--- src/rtl/i2s_pkg.sv ---
`default_nettype none
// ============================================================================
// Module   : i2s_pkg
// Purpose  : Shared widths and the stereo sample-pair type for the I2S
//            transmit path.
// Revision : 1.0 - initial release
// ============================================================================
package i2s_pkg;

    localparam int I2S_DATA_W    = 24;
    localparam int I2S_SLOT_BITS = 32;

    // One stereo frame's worth of samples, left in the upper half.
    typedef struct packed {
        logic [I2S_DATA_W-1:0] left;
        logic [I2S_DATA_W-1:0] right;
    } i2s_pair_t;

endpackage
`default_nettype wire

--- src/rtl/i2s_tx_shifter.sv ---
`default_nettype none
// ============================================================================
// Module   : i2s_tx_shifter
// Purpose  : Per-slot bit counter and MSB-first serialiser. A slot start
//            drives the one-bit-delay zero and loads the channel word; each
//            later SCK fall emits the next data bit or padding.
// Revision : 1.0 - initial release
// ============================================================================
module i2s_tx_shifter
    import i2s_pkg::*;
#(
    parameter int DATA_W    = I2S_DATA_W,
    parameter int SLOT_BITS = I2S_SLOT_BITS
) (
    input  logic      clk,
    input  logic      rst,
    input  logic      fall,
    input  logic      ws_chg,
    input  logic      ws,
    input  i2s_pair_t pair,
    output logic      sd
);

    localparam int              CNT_W     = $clog2(SLOT_BITS);
    localparam logic [CNT_W-1:0] CNT_MAX   = CNT_W'(SLOT_BITS - 1);
    localparam logic [CNT_W-1:0] DATA_BITS = CNT_W'(DATA_W);

    logic [CNT_W-1:0]  bit_cnt;
    logic [DATA_W-1:0] shift;

    // Slot restart on WS change, otherwise step one bit per SCK fall.
    always_ff @(posedge clk) begin
        if (rst) begin
            bit_cnt <= '0;
            shift   <= '0;
            sd      <= 1'b0;
        end else if (ws_chg) begin
            // This fall is the last bit time of the previous channel.
            bit_cnt <= '0;
            sd      <= 1'b0;
            shift   <= ws ? pair.right : pair.left;
        end else if (fall) begin
            if (bit_cnt != CNT_MAX) begin
                bit_cnt <= bit_cnt + 1'b1;
            end
            sd    <= (bit_cnt < DATA_BITS) ? shift[DATA_W-1] : 1'b0;
            shift <= {shift[DATA_W-2:0], 1'b0};
        end
    end

endmodule
`default_nettype wire

--- src/rtl/i2s_transmit_24.sv ---
`default_nettype none
// ============================================================================
// Module   : i2s_transmit_24
// Purpose  : Serialises 24-bit stereo pairs onto an I2S data line using the
//            externally generated SCK/WS. A one-pair holding buffer decouples
//            the valid/ready producer from frame timing.
// Options  : I2S_TX_REPEAT_EN - repeat the last pair on underrun instead of
//            sending silence.
// Revision : 1.0 - initial release
// ============================================================================
module i2s_transmit_24
    import i2s_pkg::*;
#(
    // DATA_W must match I2S_DATA_W: the pair type is sized by the package.
    parameter int DATA_W    = I2S_DATA_W,
    parameter int SLOT_BITS = I2S_SLOT_BITS
) (
    input  logic              clk_i,
    input  logic              rst_i,
    input  logic              sck_i,
    input  logic              ws_i,
    input  logic [DATA_W-1:0] left_i,
    input  logic [DATA_W-1:0] right_i,
    input  logic              valid_i,
    output logic              ready_o,
    output logic              sd_o,
    output logic              frame_start_o,
    output logic              underrun_o
);

    logic      sck_q;
    logic      ws_lat;
    logic      fall;
    logic      ws_chg;
    logic      frame_start;
    logic      accept;
    logic      hold_full;
    i2s_pair_t hold_pair;
    i2s_pair_t tx_pair;
    i2s_pair_t tx_next;

    assign fall        = sck_q & ~sck_i;
    assign ws_chg      = fall & (ws_i != ws_lat);
    assign frame_start = ws_chg & ~ws_i;
    assign ready_o     = ~hold_full;
    assign accept      = valid_i & ~hold_full;

    // SCK history and WS value seen at the last SCK fall. ws_lat resets
    // high so the first left slot after reset counts as a frame start.
    always_ff @(posedge clk_i) begin
        if (rst_i) begin
            sck_q  <= 1'b0;
            ws_lat <= 1'b1;
        end else begin
            sck_q <= sck_i;
            if (fall) begin
                ws_lat <= ws_i;
            end
        end
    end

    // Holding buffer: a same-cycle acceptance at an empty frame start stays
    // held for the next frame, because frame start only drains a full buffer.
    always_ff @(posedge clk_i) begin
        if (rst_i) begin
            hold_full <= 1'b0;
            hold_pair <= '0;
        end else if (accept) begin
            hold_full <= 1'b1;
            hold_pair <= '{left: left_i, right: right_i};
        end else if (frame_start) begin
            hold_full <= 1'b0;
        end
    end

    // Pair for the frame being started; the shifter selects from this so the
    // left word is available in the very cycle it is loaded.
    always_comb begin
        tx_next = tx_pair;
        if (frame_start) begin
            if (hold_full) begin
                tx_next = hold_pair;
            end else begin
`ifdef I2S_TX_REPEAT_EN
                tx_next = tx_pair;
`else
                tx_next = '0;
`endif
            end
        end
    end

    // Transmit pair register and frame/underrun status pulses.
    always_ff @(posedge clk_i) begin
        if (rst_i) begin
            tx_pair       <= '0;
            frame_start_o <= 1'b0;
            underrun_o    <= 1'b0;
        end else begin
            tx_pair       <= tx_next;
            frame_start_o <= frame_start;
            underrun_o    <= frame_start & ~hold_full;
        end
    end

    i2s_tx_shifter #(
        .DATA_W    (DATA_W),
        .SLOT_BITS (SLOT_BITS)
    ) u_shifter (
        .clk    (clk_i),
        .rst    (rst_i),
        .fall   (fall),
        .ws_chg (ws_chg),
        .ws     (ws_i),
        .pair   (tx_next),
        .sd     (sd_o)
    );

endmodule
`default_nettype wire

--- config.mk ---
export PLATFORM = sky130hd
export DESIGN_NAME = i2s_transmit_24
export DESIGN_NICKNAME = d
export VERILOG_FILES = /design/src/rtl/i2s_pkg.sv /design/src/rtl/i2s_tx_shifter.sv /design/src/rtl/i2s_transmit_24.sv
export SDC_FILE = /design/constraint.sdc
export NUM_CORES = 1
export LEC_CHECK = 0
export CORE_ASPECT_RATIO = 0.6
export CORE_MARGIN = 3
export CORE_UTILIZATION = 30
export CTS_CLUSTER_DIAMETER = 60
export DETAILED_ROUTE_END_ITERATION = 10
export PLACE_DENSITY_LB_ADDON = 0.3
export SYNTH_ARGS = -nofsm -noshare
export SYNTH_HDL_FRONTEND = slang
export SYNTH_SLANG_ARGS = --single-unit
--- constraint.sdc ---
create_clock -name clk_i -period 1.65 [get_ports clk_i]
set_input_delay 0.4125 -clock clk_i [delete_from_list [all_inputs] [get_ports clk_i]]
set_output_delay 0.4125 -clock clk_i [all_outputs]
set_load 0.01 [all_outputs]
# After elaboration in Yosys (flattened, before gate mapping)
# Cells that the tools add are included.
[totals]
regBits = 131
in_bits = 53
out_inout_bits = 4
wordCells = 36
[op_classes]
n_addsub = 1
n_lt_le_gt_ge = 1
eq_ne = 2
mux = 8
bitwise_logic = 8
reduce_logical = 4
[ops]
columns = ["op", "n"]
rows = [
  ["48-bit 2-to-1 mux", 2],
  ["24-bit 2-to-1 mux", 3],
  ["5-bit by 1-bit adder with 5-bit output, second input constant", 1],
  ["1-bit AND", 5],
  ["5-bit < comparator, second input constant", 1],
  ["5-bit != test, second input constant", 1],
  ["2-bit nonzero test", 2],
  ["1-bit 2-to-1 mux", 3],
  ["1-bit inverter", 3],
  ["2-bit AND reduction", 1],
  ["2-bit OR reduction", 1],
  ["1-bit != test", 1],
]

# Longest topological paths before layout
# Gate-level depths: netlist of run 1.
[depth]
depth_word = 7
ltp_mapped = 6
ltp_nobuf = 6

# Hierarchy
# A second synthesis of run 1 with hierarchy kept.
[unflattened]
cells_unflattened = 658
hier_area_um2 = 5778.0
[modules_own_cells]
columns = ["module", "n_inst", "cells_each", "area_per_inst_um2", "seq_area_each_um2"]
rows = [
  ["i2s_transmit_24", 1, 490, 3983.8, 2021.9],
  ["i2s_tx_shifter", 1, 168, 1794.2, 600.6],
]

# Worst setup path after synthesis of run 1
# OpenSTA, ideal clock, no wires.
[synth_path]
kind = "reg2reg"
start = "register u_shifter.bit_cnt[0]"
end = "register u_shifter.bit_cnt[3]"
setup_ps = 92
arrival_ps = 1471
required_time_ps = 1558
setup_slack_ps = 87
stages_incl_launch_ff = 7
n_path_buf = 0
period_less_slack_ps = 1563
cell_sequence = "dfxtp_1 > ha_1 > and3_1 > ha_1 > nand4b_1 > or3_1 > o32ai_1"
[synth_via]
elab_chain_len = 2
word_cells_on_any_way = 3
classes_between = "1 x add/sub; 1 x eq/ne; 1 x reduce/logical"
[synth_lines]
columns = ["element", "line_no", "source"]
rows = [
  ["start, declared", "i2s_tx_shifter.sv:28", "logic [CNT_W-1:0] bit_cnt;"],
  ["start signal, assigned", "i2s_tx_shifter.sv:44", "bit_cnt <= bit_cnt + 1'b1;"],
  ["parallel branches: the longest is 2 deep, another holds 5-bit by 1-bit adder with 5-bit output", "--", ""],
]
# Several ways; the timed one is not identified.
# A chain may end at the register's enable or synchronous reset.

# Worst setup path in the final report of run 1
# Same ends and word-level chain as after synthesis.

==> flow_summary_export.csv, run 1 <==
group,metric,value,unit
setup_path,crit_type,"reg -> reg",
timing,drv_slew,0,
power_and_ir_drop,power_density,1008,nW/um^2
yosys,synthTopCellsByArea,"dfxtp_1, nand2_1, a21oi_1",
drt,routed_wirelength,10950,um
finish,area_delta_synth_final,28.23,%
placement,dpl_cell_area,5263,sq um
yosys,syn_avg_cell_area,8.327,sq um
drt,first_pass_iters,4,
global_routing,grt_max_degree,52,
clocking,h-tree-depth,3,
setup_path,cp_data_required_time,1.92,ns
global_routing,grt_antenna_before_repair,0,
min_path,hold_class,"reg -> reg",
yosys,ys_seq_elements,107,
global_routing,grt_overflow,0,
floorplanning,fp-row-count,33,
clocking,cts_tree,"yes",
clocking,cts_sinks,107,
drt,drc,0,
setup_path,critPathLaunch,"u_shifter.bit_cnt[0]",
placement,placed_cells,747,
finish,num_antenna_cells,0,
yosys,ys_seq_area_frac,0.4872,
setup_path,cp-start-kind,"register",
drt,antenna_left,0,
clocking,hold_buffers,0,
floorplanning,io_pins,57,
drt,routed_via_density,5.034,
yosys,synth_top_area_cell,"dfxtp_1",
floorplanning,dieArea,16190,sq um
timing,slew_headroom,0.7056,
placement,port_buffers,56,
floorplanning,coreArea,14000,sq um
floorplanning,start_util,0.3141,
yosys,synth_area,4397,sq um
clocking,cts_max_path_buffers,2,
setup_path,cp_max_fo,3,
setup_path,cp.arrival,1.86,ns
global_routing,gr-usage-all-layers,0.1357,
drt,post_drt_wl_per_cell,14.34,um
finish,finalInstanceArea,5638,sq um
timing,fin_worst_skew,0.009263,ns
timing,timing.fmax,0.6251,GHz
finish,drive_gt1_frac,0.1346,
placement,place_congestion,0.7638,
yosys,synth_cell_types,35,
timing,finalSetupViolCount,0,
drt,drt_iter0_drc,245,
yosys,syn-instance-count,528,
outcome,status,"complete, no violations",
power_and_ir_drop,p_leak,2.032,nW
flow_run,maxCapViolations,0,
min_path,min_from,"tx_pair[19]",
drt,via_count,3846,
yosys,netlist.area_leader.share,0.4872,
yosys,synth_nets,583,
clocking,root_buffer,"clkbuf_16",
clocking,path_clk_slew,0.07,ns
finish,nets,622,
setup_path,cp-end-kind,"register",
timing,min_period_over_period,0.9695,
power_and_ir_drop,vdd_ir_drop_max,0.0005056,V
setup_path,r2r_start,"u_shifter.bit_cnt[0]",
clocking,clock_latency,0.35,ns
global_routing,first_global_vias,3679,
finish,stdcell_count,764,
floorplanning,fp.dieW,162.3,um
global_routing,grt_pass1_wl,17990,um
timing,worstMarginPinSlew,0.4416,ns
timing,final.min_clock_period,1.600,ns
clocking,cts-buffers-inserted,9,
timing,fin_setup_tns,0,ns
placement,dpl.hpwl,7451,um
floorplanning,fp.dieH,99.78,um
timing,final_hold_viol_count,0,
yosys,ys_warn_count,0,
[kinds of logic after synthesis]
kind of cell	count (synthesis)	synth area share
xor gates and xnor gates	1	0.001992
and+or+nand+nor	206	0.2083
adders and majority gates	2	0.005691
buffers and inverters	58	0.06118
DFF	107	0.4872
muxes	23	0.05805
AOI/OAI and AO/OA	131	0.1776
[synthesized netlist by cell type]
cell type,instances
nand2_1,131
dfxtp_1,107
a21oi_1,76
nand3_1,30
clkbuf_1,25
buf_2,23
a221oi_1,20
mux2_2,20
nor3_1,20
o22ai_1,20
a31oi_1,8
inv_1,5
or2_2,4
mux2i_1,3
nand2b_1,3
nand4b_1,3
nor2_1,3
nor2b_1,3
o21ai_0,3
o32ai_1,3
buf_4,2
buf_6,2
ha_1,2
and2b_1,1
and3_1,1
and4bb_1,1
buf_1,1
nand3b_1,1
nand4_1,1
nand4bb_1,1
nor3b_1,1
o221ai_1,1
or3_1,1
or3b_1,1
xnor2_1,1
[critical path, cell delays in order (launching register included)]
cell      delay (ns)
dfxtp_2         0.32
ha_2            0.18
and3_4          0.18
ha_4            0.16
nand4b_1        0.19
or3_1           0.39
o32ai_2         0.09
[where the power goes]
| part | internal [mW] | switching, mW | leakage [nW] |
|---|---|---|---|
| Combinational | 0.303 | 0.302 | 1.00 |
| Clock | 1.34 | 0.976 | 0.156 |
| Sequential | 2.69 | 0.0733 | 0.874 |
[state kept, by name (all words and copies together), names as in the netlist]
name and flops:
u_shifter.sd 1, u_shifter.bit_cnt 5, underrun_o 1, hold_full 1, tx_pair 24, frame_start_o 1
sck_q 1, u_shifter.shift 24, hold_pair 48, ws_lat 1
[final cells by class]
| cell class | count | area, sq um |
|---|---|---|
| Clock inverter | 7 | 98.84 |
| Fill cell | 1421 | 8359 |
| Multi-Input combinational cell | 363 | 2028 |
| Timing Repair Buffer | 81 | 880.8 |
| Inverter | 5 | 18.77 |
| Tap cell | 192 | 240.2 |
| Sequential cell | 107 | 2146 |
| Clock buffer | 9 | 225.2 |
[layer usage]
| layer | vias up | part of all wire | routed length, um | global-route usage |
|---|---|---|---|---|
| li1 | 1931 | - | - | - |
| met1 | 1836 | 0.49 | 5359 | 0.1816 |
| met2 | 71 | 0.46 | 5012 | 0.2229 |
| met3 | 8 | 0.044 | 487 | 0.03299 |
| met4 | 0 | 0.0087 | 95 | 0.03211 |
| met5 | - | 0 | 0 | 0 |
[cell usage in the layout (no fill, tap or decap), types with 4 or more instances in the layout]
| cell | n |
|---|---|
| buf_12 | 11 |
| clkdlybuf4s50_1 | 52 |
| nand3_1 | 30 |
| or2_2 | 4 |
| o22ai_1 | 20 |
| nor3_1 | 20 |
| clkbuf_16 | 9 |
| a221oi_1 | 20 |
| mux2_2 | 20 |
| dfxtp_1 | 104 |
| buf_4 | 13 |
| a21oi_1 | 76 |
| nand2_1 | 131 |
| a31oi_1 | 8 |
| inv_1 | 5 |
[stage by stage]
stage / utilization / total power, mW / hold WS [ns] / setup slack (ns)
CTS: 0.3990 / 5.746 / 0.4546 / 0.0006619
global route: 0.4028 / 5.924 / 0.4758 / -0.007968
floorplan: - / 3.143 / 0.4268 / 0.08692
finish: 0.4028 / 5.685 / 0.4500 / 0.05028
detailed placement: 0.3760 / 3.433 / 0.4463 / -0.2562
global placement: 0.3760 / 3.414 / 0.4415 / -0.1918
[worst paths after layout]
path | slack, ns | cells past startpoint | endpoint
worst max register to register | 0.05 | 6 | u_shifter.bit_cnt[3]
worst min-delay path | 0.45 | 2 | tx_pair[19]
worst min register to register | 0.45 | 2 | tx_pair[19]
worst max-delay path | 0.05 | 6 | u_shifter.bit_cnt[3]
[timing repair]
item	4_1_cts	5_1_grt
endpoints found under the setup margin	1	16
setup buffers	0	1
pin swaps	0	2
gates resized for setup	1	12
Power figures use the tool's default switching activity.
==> inputs of run 2 (changes only) <==
==> constraint.sdc (replaced) <==
create_clock -name clk_i -period 1.65 [get_ports clk_i]
set_input_delay 0.4125 -clock clk_i [delete_from_list [all_inputs] [get_ports clk_i]]
set_output_delay 0.4125 -clock clk_i [all_outputs]
set_load 0.1 [all_outputs]
==> run 2 against run 1 <==
Net effect:
- utilization shrank 0.25 points
- cell count shrank 0.39%
- sequential share of layout area grew 0.22 points
- worst hold slack gained 0.0042 ns
- power shrank 2.1%
- first-iteration DRC count shrank 11%
- clock skew shrank 0.0030 ns
- critical path depth is the same
- non-clock buffer count shrank 3
- flip-flop and latch count is the same
==> flow_summary_export.csv, run 2 (same netlist as run 1, synthesis figures left out) <==
group,metric,value,unit
global_routing,grt_overflow,0,
timing,final.min_clock_period,1.603,ns
min_path,min_path_cells,2,
clocking,hold_buffers,0,
floorplanning,coreArea,14000,sq um
drt,routed_wirelength,10720,um
finish,area_delta_synth_final,27.43,%
min_path,hold_class,"reg -> reg",
timing,worstMarginPinSlew,0.4426,ns
timing,drv_slew,0,
setup_path,cp_data_required_time,1.91,ns
clocking,cts_sinks,107,
finish,nets,619,
global_routing,grt_antenna_before_repair,0,
setup_path,cp-end-kind,"register",
timing,timing.fmax,0.6237,GHz
drt,post_drt_wl_per_cell,14.09,um
global_routing,first_global_vias,3614,
placement,dpl.hpwl,7186,um
drt,drt_iter0_drc,219,
floorplanning,fp.dieW,162.3,um
power_and_ir_drop,vdd_ir_drop_max,0.0004353,V
outcome,status,"complete, no violations",
min_path,min_from,"tx_pair[19]",
clocking,cts_setup_buffers,0,
finish,layout_commonest_cell,"nand2_1",
clocking,path_clk_slew,0.07,ns
clocking,clock_latency,0.35,ns
setup_path,crit_chain,"ha_1 > and3_4 > ha_4 > nand4b_1 > or3_1 > o32ai_1",
floorplanning,start_util,0.3141,
drt,routed_via_density,5.007,
clocking,h-tree-depth,3,
setup_path,cp.arrival,1.86,ns
finish,largest_reg_flops,48,
min_path,min_to,"tx_pair[19]",
floorplanning,fp.dieH,99.78,um
setup_path,crit_type,"reg -> reg",
drt,first_pass_iters,4,
floorplanning,fp-row-count,33,
setup_path,r2r_cells,6,
setup_path,rr_endpoint,"u_shifter.bit_cnt[3]",
drt,drc,0,
clocking,cts_resized,2,
power_and_ir_drop,p_leak,1.995,nW
finish,final_cell_mix,"nand2_1, dfxtp_1, a21oi_1, clkdlybuf4s50_1, nand3_1",
setup_path,r2r_start,"u_shifter.bit_cnt[1]",
finish,top_register,"hold_pair",
finish,num_antenna_cells,0,
timing,finalSetupViolCount,0,
global_routing,gr-usage-all-layers,0.1341,
setup_path,rrSetupSlack,0.05,ns
global_routing,grt_pass1_wl,17830,um
setup_path,slowest_stage,"dfxtp_1",
placement,place_congestion,0.7945,
timing,fin_setup_tns,0,ns
clocking,cts_tree,"yes",
setup_path,max_stage_delay,0.33,ns
timing,rsz0062_at_grt,"false",
finish,drive_gt1_frac,0.1301,
clocking,root_buffer,"clkbuf_16",
timing,slew_headroom,0.7049,
timing,min_period_over_period,0.9717,
floorplanning,dieArea,16190,sq um
global_routing,grt_max_degree,50,
placement,pre_cts_ws,-0.2512,ns
finish,nFillCells,1425,
timing,fin_hold_ws,0.4543,ns
power_and_ir_drop,power_density,993.9,nW/um^2
clocking,cts_max_path_buffers,2,
flow_run,maxCapViolations,0,
setup_path,cp-start-kind,"register",
clocking,cts-buffers-inserted,9,
placement,port_buffers,56,
floorplanning,io_pins,57,
timing,layout_setup_ws,0.04676,ns
drt,antenna_left,0,
setup_path,cp_max_fo,4,
timing,fin_worst_skew,0.006254,ns
timing,final_hold_viol_count,0,
drt,via_count,3810,
finish,top_regs,"hold_pair: 48 flops, tx_pair: 24 flops, u_shifter.shift: 24 flops",
-- run 2: stage by stage --
step | power [mW] | instances | cell area [sq um] | util
floorplan | 3.164 | 528 | 4397 | -
global placement | 3.432 | 745 | 5275 | 0.3769
detailed placement | 3.448 | 745 | 5275 | 0.3769
CTS | 5.629 | 761 | 5585 | 0.3990
global route | 5.812 | 761 | 5603 | 0.4003
finish | 5.569 | 761 | 5603 | 0.4003
-- run 2: critical path, delay by kind of cell, from the launching register on --
kind / cells / cell delay, ns
adder cells (fa/ha/maj): 2 / 0.36
flip-flops: 1 / 0.33
AO/OA/AOI/OAI: 1 / 0.12
AND/OR/NAND/NOR: 3 / 0.70
-- run 2: layout make-up --
| cell class | count | area [sq um] | share of cell area |
|---|---|---|---|
| Timing Repair Buffer | 78 | 880.8 | 0.1572 |
| Tap cell | 192 | 240.2 | 0.04288 |
| Clock inverter | 7 | 77.57 | 0.01385 |
| Inverter | 5 | 18.77 | 0.003350 |
| Multi-Input combinational cell | 363 | 2016 | 0.3598 |
| Clock buffer | 9 | 225.2 | 0.04020 |
| Sequential cell | 107 | 2145 | 0.3828 |
-- run 2: power by group --
part	switching (mW)	leakage, nW	internal (mW)	total [mW]
Clock	0.998	0.140	1.19	2.19
Combinational	0.314	0.983	0.302	0.616
Sequential	0.0769	0.873	2.69	2.77
Total	1.39	2.00	4.18	5.57
-- run 2: routing by layer --
layer / up-vias / wire length, um / part of all wire / global-route usage
met5: - / 0 / 0 / 0
met2: 72 / 4800 / 0.45 / 0.2091
met4: 0 / 103 / 0.0096 / 0.03539
met3: 13 / 494 / 0.046 / 0.03175
li1: 1919 / - / - / -
met1: 1806 / 5320 / 0.50 / 0.1874
-- run 2: worst max-delay path by stage --
stage                          from                    to  slack, ns  cells past startpoint
6_report       u_shifter.bit_cnt[1]  u_shifter.bit_cnt[3]       0.05                      6
3_5_place_dp                  sck_i    u_shifter.shift[5]      -0.25                      5
4_1_cts        u_shifter.bit_cnt[0]  u_shifter.bit_cnt[3]       0.02                      6
5_1_grt        u_shifter.bit_cnt[0]  u_shifter.bit_cnt[3]      0.004                      6
2_1_floorplan  u_shifter.bit_cnt[0]  u_shifter.bit_cnt[3]       0.09                      6
3_3_place_gp                  sck_i   u_shifter.shift[20]      -0.20                      5
==> inputs of run 3 (changes only) <==
--- a/config.mk
+++ b/config.mk
@@ -7,7 +7,7 @@
 export LEC_CHECK = 0
 export CORE_ASPECT_RATIO = 0.6
 export CORE_MARGIN = 3
-export CORE_UTILIZATION = 30
+export CORE_UTILIZATION = 49
 export CTS_CLUSTER_DIAMETER = 60
 export DETAILED_ROUTE_END_ITERATION = 10
 export PLACE_DENSITY_LB_ADDON = 0.3
==> run 3 against run 2 <==
Net effect:
- non-clock buffer count increased by 6
- clock-buffer cell count increased by 3
- combinational power increased by 1%
- cell count decreased by 9.7%
- largest cell class unchanged
- highest routed layer unchanged
==> flow_summary_export.csv, run 3 (same netlist as run 1, synthesis figures left out) <==
group,metric,value,unit
outcome,status,"complete, no violations",
drt,first_pass_iters,5,
placement,place_congestion,0.7870,
finish,finalInstanceArea,5525,sq um
placement,port_buffers,56,
finish,nets,625,
global_routing,grt_pass1_wl,17570,um
drt,drc,0,
setup_path,rr_endpoint,"u_shifter.bit_cnt[3]",
timing,finalSetupViolCount,0,
setup_path,r2r_cells,6,
drt,via_count,3876,
global_routing,first_global_vias,3785,
finish,area_delta_synth_final,25.67,%
floorplanning,coreArea,8621,sq um
finish,stdcell_count,687,
clocking,path_clk_slew,0.07,ns
power_and_ir_drop,power_density,1014,nW/um^2
setup_path,cp_max_fo,4,
timing,timing.fmax,0.6273,GHz
placement,dpl.hpwl,6863,um
clocking,cts_tree,"yes",
finish,largest_reg_flops,48,
clocking,clock_latency,0.35,ns
timing,min_period_over_period,0.9662,
floorplanning,fp-row-count,26,
setup_path,cp-end-kind,"register",
clocking,cts_max_path_buffers,2,
finish,layout_commonest_cell,"nand2_1",
finish,drive_gt1_frac,0.1409,
floorplanning,fp.dieH,79.38,um
global_routing,grt_antenna_before_repair,0,
min_path,min_to,"hold_pair[27]",
finish,top_register,"hold_pair",
floorplanning,io_pins,57,
drt,drt_iter0_drc,290,
timing,worstMarginPinSlew,0.4051,ns
global_routing,grt_overflow,0,
finish,num_antenna_cells,0,
setup_path,crit_type,"reg -> reg",
setup_path,r2r_start,"u_shifter.bit_cnt[0]",
power_and_ir_drop,p_leak,2.023,nW
drt,routed_wirelength,10390,um
finish,utilization,0.6409,
timing,rsz0062_at_grt,"true",
finish,top_regs,"hold_pair: 48 flops, tx_pair: 24 flops, u_shifter.shift: 24 flops",
timing,fin_setup_tns,0,ns
power_and_ir_drop,vdd_ir_drop_max,0.0006617,V
timing,final_hold_viol_count,0,
timing,slew_headroom,0.7299,
placement,placed_cells,670,
flow_run,maxCapViolations,0,
setup_path,cp_data_required_time,1.91,ns
finish,final_cell_mix,"nand2_1, dfxtp_1, a21oi_1, clkdlybuf4s50_1, nand3_1",
setup_path,cp-start-kind,"register",
timing,drv_slew,0,
min_path,hold_class,"in -> reg",
floorplanning,fp.dieW,128.3,um
drt,antenna_left,0,
drt,post_drt_wl_per_cell,15.12,um
placement,pre_cts_ws,-0.2476,ns
min_path,min_from,"rst_i",
setup_path,rrSetupSlack,0.06,ns
drt,routed_via_density,5.642,
floorplanning,start_util,0.5100,
clocking,h-tree-depth,3,
setup_path,cp.arrival,1.85,ns
placement,dpl_cell_area,5175,sq um
timing,final.min_clock_period,1.594,ns
min_path,min_path_cells,2,
clocking,root_buffer,"clkbuf_16",
timing,fin_worst_skew,0.008226,ns
timing,layout_setup_ws,0.05585,ns
clocking,cts_sinks,107,
timing,fin_hold_ws,0.3967,ns
global_routing,gr-usage-all-layers,0.2146,
clocking,cts-buffers-inserted,9,
power_and_ir_drop,power,5.605,mW
floorplanning,dieArea,10180,sq um
global_routing,grt_max_degree,49,
## run 3: worst max-delay path: stages, from the launching register on
cell,delay (ns)
dfxtp_1,0.32
ha_1,0.20
and3_4,0.19
ha_4,0.17
nand4b_1,0.18
or3_1,0.32
o32ai_1,0.12
## run 3: how the worst max path moves through the flow
| stage | start | endpoint | slack (ns) |
|---|---|---|---|
| 2_1_floorplan | u_shifter.bit_cnt[0] | u_shifter.bit_cnt[3] | 0.09 |
| 3_5_place_dp | sck_i | u_shifter.bit_cnt[4] | -0.25 |
| 3_3_place_gp | sck_i | u_shifter.bit_cnt[1] | -0.17 |
| 5_1_grt | u_shifter.bit_cnt[0] | u_shifter.bit_cnt[3] | -0.007 |
| 6_report | u_shifter.bit_cnt[0] | u_shifter.bit_cnt[3] | 0.06 |
| 4_1_cts | u_shifter.bit_cnt[0] | u_shifter.bit_cnt[3] | 0.04 |
## run 3: layout make-up
| class | instances | area [sq um] |
|---|---|---|
| clock inverter | 4 | 47.55 |
| multi-input combinational | 363 | 2019 |
| clock buffer | 12 | 266.5 |
| inverter | 5 | 18.77 |
| timing repair buffer | 84 | 888.4 |
| sequential | 107 | 2145 |
| tap | 112 | 140.1 |
| fill | 734 | 3095 |
## run 3: per-layer routing
layer / share of wire / global-route usage / vias to the layer above
li1: - / - / 1929
met1: 0.46 / 0.2677 / 1834
met2: 0.47 / 0.3572 / 102
met3: 0.054 / 0.06484 / 11
met4: 0.013 / 0.06886 / 0
met5: 0 / 0 / -
## run 3: power breakdown
part	switching, mW	internal (mW)
registers	0.0768	2.69
logic	0.320	0.305
clock network	0.917	1.29
total	1.31	4.29
## run 3: timing repair
item                       CTS  global route
buffers inserted             0             1
setup endpoints to repair    3             3
hold endpoints to repair     0             0
hold buffers                 0             0
resized for setup            3             4
